$ cat config.mk
export PLATFORM = sky130hd
export DESIGN_NAME = peak_average_tracker
export DESIGN_NICKNAME = d
export VERILOG_FILES = /design/src/rtl/peak_average_tracker.sv
export SDC_FILE = /design/constraint.sdc
export NUM_CORES = 1
export LEC_CHECK = 0
export ABC_AREA = 1
export CAP_MARGIN = 10
export CORE_MARGIN = 3
export CORE_UTILIZATION = 40
export DETAILED_ROUTE_END_ITERATION = 10
export PLACE_DENSITY = 0.74
export SLEW_MARGIN = 5
export SYNTH_ARGS = -nofsm -noshare
export SYNTH_HDL_FRONTEND = slang
export SYNTH_SLANG_ARGS = --single-unit
export TNS_END_PERCENT = 30
$ cat constraint.sdc
create_clock -name clk -period 3.9 [get_ports clk]
set_clock_uncertainty 0.15 [all_clocks]
set_input_delay 0.975 -clock clk [delete_from_list [all_inputs] [get_ports clk]]
set_output_delay 0.975 -clock clk [all_outputs]
set_load 0.05 [all_outputs]
$ cat src/rtl/peak_average_tracker.sv
// Tracks per-window magnitude peaks over the last four windows and publishes
// their mean one cycle after every window end.
module peak_average_tracker #(
  parameter int unsigned WIN_LEN = 64
) (
  input  logic               clk,
  input  logic               rst,
  input  logic               flush,
  input  logic signed [15:0] sample_in,
  input  logic               sample_valid,
  output logic [15:0]        Vt1,
  output logic [15:0]        Vt2,
  output logic [15:0]        Vt3,
  output logic [15:0]        Vt4,
  output logic [31:0]        MPavg,
  output logic               mp_valid,
  output logic               primed
);

  localparam int unsigned DW   = 16;
  localparam int unsigned CW   = 16;
  localparam int unsigned SUMW = 18;
  localparam int unsigned FW   = 3;
  localparam logic [CW-1:0] LAST_IDX  = CW'(WIN_LEN - 1);
  localparam logic [FW-1:0] FILL_FULL = FW'(4);

  typedef enum logic {S_FILL, S_RUN} state_t;

  state_t          r_state;
  state_t          w_state_next;
  logic [CW-1:0]   r_cnt;
  logic [DW-1:0]   r_peak;
  logic [FW-1:0]   r_fill;
  logic            r_pend;
  logic [DW-1:0]   w_mag;
  logic [DW-1:0]   w_peak_final;
  logic            w_win_end;
  logic [SUMW-1:0] w_sum;

  // |sample_in|, with the one unrepresentable negative value saturated.
  always_comb begin
    w_mag = sample_in;
    if (sample_in[DW-1]) begin
      w_mag = (sample_in == 16'h8000) ? 16'h7FFF : DW'(~sample_in + 16'd1);
    end
  end

  assign w_peak_final = (w_mag > r_peak) ? w_mag : r_peak;
  assign w_win_end    = sample_valid && (r_cnt == LAST_IDX);
  assign w_sum        = SUMW'(Vt1) + SUMW'(Vt2) + SUMW'(Vt3) + SUMW'(Vt4);

  // FILL until the fourth window commits, then RUN until cleared.
  always_comb begin
    w_state_next = r_state;
    if (r_state == S_FILL && w_win_end && r_fill == FW'(3)) begin
      w_state_next = S_RUN;
    end
  end

  always_ff @(posedge clk) begin
    if (rst || flush) begin
      r_state  <= S_FILL;
      r_cnt    <= '0;
      r_peak   <= '0;
      r_fill   <= '0;
      r_pend   <= 1'b0;
      Vt1      <= '0;
      Vt2      <= '0;
      Vt3      <= '0;
      Vt4      <= '0;
      MPavg    <= '0;
      mp_valid <= 1'b0;
      primed   <= 1'b0;
    end else begin
      r_state  <= w_state_next;
      r_pend   <= w_win_end;
      mp_valid <= r_pend;
      // Average is taken the edge after the history shift, from the new Vt*.
      if (r_pend) begin
        MPavg  <= 32'(w_sum >> 2);
        primed <= (r_state == S_RUN);
      end
      if (sample_valid) begin
        if (w_win_end) begin
          r_cnt  <= '0;
          r_peak <= '0;
          Vt4    <= Vt3;
          Vt3    <= Vt2;
          Vt2    <= Vt1;
          Vt1    <= w_peak_final;
          if (r_fill != FILL_FULL) begin
            r_fill <= r_fill + FW'(1);
          end
        end else begin
          r_cnt  <= r_cnt + CW'(1);
          r_peak <= w_peak_final;
        end
      end
    end
  end

endmodule

======== Word-level counts from Yosys, hierarchy flattened ========
Cells that the tools add are included.
storage, ports and cells
  input bits .............................. 20
  output and inout bits ................... 98
  flip-flop bits (word level) ............. 119
  word-level logic and storage cells ...... 36
operators by class
  bitwise logic cells ..................... 2
  muxes and demuxes ....................... 5
  eq/ne operators ......................... 4
  order comparisons ....................... 1
  $add $sub $neg .......................... 6
  reductions and logical operators ........ 6
operators by type and width
  kind                                             count
  two-way mux 16 bit                               5
  adder 16 x 1 -> 16 bit (second input constant)   2
  adder 17 x 16 -> 18 bit                          1
  adder 18 x 16 -> 18 bit                          1
  adder 16 x 16 -> 17 bit                          1
  == test 16 bit (second input constant)           1
  == test 16 x 6 -> 1 bit (second input constant)  1
  greater-than comparator 16 bit                   1
  NOT 16 bit                                       1
  adder 3 x 1 -> 3 bit (second input constant)     1
  == test 3 x 2 -> 1 bit (second input constant)   1
  logical AND 1 bit                                3
  != test 3 bit (second input constant)            1
  AND reduction 3 bit                              1
  AND reduction 2 bit                              1
  logical OR 1 bit                                 1
  NOT 1 bit                                        1

======== Longest topological paths before layout ========
  word-level depth ........................ 7
  gate-level depth with buffers ........... 23
  mapped depth without buffers ............ 21

======== Least setup slack after synthesis ========
Ideal clock, no wire load.
  kind .................................... register to register
  start ................................... register Vt1[1]
  end ..................................... register MPavg[13]
  arrival time ............................ 3307 ps
  stages on the path, launching flop included .. 15
  period minus slack after synthesis ...... 3575 ps
  setup slack ............................. 325 ps
  data required time ...................... 3632 ps
  cell sequence ........................... dfxtp_1 > inv_1 > fa_1 > fa_1 > nor3_1 > fa_1 > nand3_1 > nand2_1 > a21boi_0 > nor3_1 > nand2_1 > nand3_1 > nand2_1 > nor2_1 > nor2_1
between the ends
  longest elaborated chain between the ends .. 3
RTL lines
  item                      line  RTL
  start: declaration        11    output logic [15:0] Vt1,
  start signal: assignment  90    Vt1 <= w_peak_final;
  adder 16 x 16 -> 17 bit   50    assign w_sum = SUMW'(Vt1) + SUMW'(Vt2) + SUMW'(Vt3) + SUMW'(Vt4);
  adder 17 x 16 -> 18 bit   50
  adder 18 x 16 -> 18 bit   50
  end signal: assignment    80    MPavg <= 32'(w_sum >> 2);
  end: declaration          15    output logic [31:0] MPavg,
No other way between the ends.
A chain may end at the register's enable or synchronous reset.

======== Final worst setup path ========
  start ................................... input sample_in[0]
  end ..................................... register Vt1[3]
between the ends
  longest elaborated chain between the ends .. 6
  elaborated cells on any way between the ends .. 7
  those cells by class .................... add/sub: 1; order compare: 1; eq/ne: 1; mux: 3; bitwise: 1
RTL lines
  item                            line  RTL
  start: declaration              9     input logic signed [15:0] sample_in,
  NOT 16 bit                      44    w_mag = (sample_in == 16'h8000) ? 16'h7FFF : DW'(~sample_in + 16'd1);
  adder 16 x 1 -> 16 bit          44
  two-way mux 16 bit              44
  two-way mux 16 bit *            43    if (sample_in[DW-1]) begin
  greater-than comparator 16 bit  48    assign w_peak_final = (w_mag > r_peak) ? w_mag : r_peak;
  two-way mux 16 bit *            48
Every way passes the cells marked *; elsewhere a longest branch is shown, timed or not.

==> results.ini <==
[worst_setup_path]
crit_arrival_ps=3740
critical_path.top_delay_family=simple AND/OR/NAND/NOR gates
critPathMostFrequentCell=nand2_1
critPathLaunchType=input port
critical_path_class=input port to register
cp_max_fo=8
cp.required_ps=4030
r2r_cells=15
cp_num_buf_inv=6
cpPeakStageDelay_ps=470
cp-end-kind=register
crit_chain=clkdlybuf4s50_1 -> inv_1 -> ha_1 -> nand3_1 -> nor2_4 -> nor2_1 -> inv_1 -> nand2_1 -> nand2_1 -> nor2_1 -> inv_1 -> ha_1 -> nand2_1 -> nor2_1 -> nand2_1 -> nor2_1 -> inv_1 -> nand2_1 -> buf_4 -> nand2_1 -> nand3_1 -> o21ai_0
critical_path_depth=22
crit_slowest_cell=clkdlybuf4s50_1

[routing]
wl_per_cell_um=13.5
vias=6305
dr.pass1.iters=5
drt_iter0_markers=358
drtAntennaViolNets=0
routed_wl_mm=17.4
vias_per_cell=4.88
drcViolationCount=0

[timing]
worst_slew_pin_slew_ps=845
min_period_over_period_pct=92.7
worst_slack_ps=286
relSlewSlack_pct=43.6
finalHoldViolCount=0
period_minus_slack_ps=3610
setup_viol=0
final.setup.tns_ps=0
finalMaxSlewViolations=0
max_freq_mhz=277

[global_routing]
grt_pass1_vias=5974
antenna_found_initial=0
globalRoute.totalOverflow=0
grt_pass1_wl_mm=28.7
grt_max_degree=36
grt.total_usage_pct=17.9

[synth]
yosys_warnings=0
syn_area_um2=7120
synth_ff_type=dfxtp_1
synth_cell_types=43
seq_area_frac_synth_pct=33.5
avgSynthCellArea_um2=7.61
synth_edf_count=0
synth_seq_cells=119
netlist_instances=936
async_flop_share_pct=0

[clocking]
htree_levels=4
clk_latency_ps=410
clock-sinks=119
cts_tree=done
clockBufferDepth=2
root_buffer=clkbuf_16
path_clk_slew_ps=60
cts_made_buffers=17

[die]
dieArea_um2=19400
die_w_um=139
coreArea_um2=17400
io_pins=118
num_rows=48
initial_utilization_pct=41.0
die_h_um=139

[place]
port_buffers=101
dp_slack_ps=-136
gp_congestion=0.896
hpwl_mm=13.4
placed_cells=1258
placed_area_um2=8380

[layout]
final_cell_mix=nand2_1, inv_1, dfxtp_1, clkdlybuf4s50_1, nand3_1
final_common_cell=nand2_1
syn2layout_area_growth_pct=26.1
nets=1144
design_area_um2=8980
instances_no_fill=1293
insertedDiodeCount=0
layout-drive-gt1-share_pct=9.08
fillers=1652

[run_status]
outcome=completed

[pwr]
finalPower_uw=3050
vdd_drop_max_v=0.000265
leakage_uw=0.00377
p_per_area_nw_per_um2=340

[min_path]
worstHoldPathCells=2
hold_path_class=register to register

[flow_run]
maxCapViolCount=0

## power breakdown
part           internal [µW]  total [µW]  switching (µW)
combinational            115         327             212
sequential              1230        1230            5.61
clock                    933        1490             561
## state kept, by name (all words and copies together), names as in the netlist
register	flops
r_cnt	16
r_state	1
MPavg	16
r_fill	3
Vt4	16
Vt2	16
Vt3	16
r_pend	1
mp_valid	1
r_peak	16
Vt1	16
primed	1
## cell families after synthesis
logic type	synth area share (%)
flops	33.5
buf+inv	12.8
simple gates	22.7
compound gates	14.5
other cells	0.0527
xor+xnor	1.23
fa+ha+maj	15.3
## metal layers
metal  routed length [µm]  track usage (%)  vias up
met2                 8490             31.4      162
met3                  790             2.75       18
met5                    0                0        -
met1                 7880             22.3     2907
li1                     -                -     3218
met4                  273             6.08        0
## per-stage QoR
stage / util (%) / hold slack, ps
floorplan: - / 279
global placement: 48.3 / 292
detailed placement: 48.3 / 305
CTS: 51.5 / 314
global route: 51.7 / 337
finish: 51.7 / 309
## layout make-up
class	count	area [µm²]	area share, %
Clock inverter	12	131	1.46
Clock buffer	19	433	4.82
Tap cell	225	282	3.14
Inverter	167	627	6.98
Sequential cell	119	2380	26.5
Multi-Input combinational cell	620	3890	43.3
Timing Repair Buffer	131	1240	13.8
## Yosys cell counts (13+ instances only)
master	instances	area [µm²]
ha_1	36	450
nor3_1	13	65.1
nor2_1	76	285
o22ai_2	20	250
o21ai_0	49	245
dfxtp_1	119	2380
a21oi_1	58	290
nand2_1	168	631
buf_4	19	143
nand3_1	82	410
inv_1	163	612
fa_1	32	641
o22ai_1	21	131
## repair_timing
action                                  4_1_cts  5_1_grt
hold buffers                                  0        0
setup buffers                                 0        4
gates resized for setup                       0        1
endpoints found under the setup margin        0       16
## final timing paths
path | startpoint | endpoint | slack [ps]
max | sample_in[0] | Vt1[3] | 290
max reg2reg | Vt1[1] | MPavg[13] | 390
min | r_cnt[12] | r_cnt[12] | 310
min reg2reg | r_cnt[12] | r_cnt[12] | 310
## worst min-delay path: stages, from the launching register on
cell	delay [ps]
dfxtp_1	310
inv_1	50
a21oi_1	50
(Power assumes the default switching activity.)
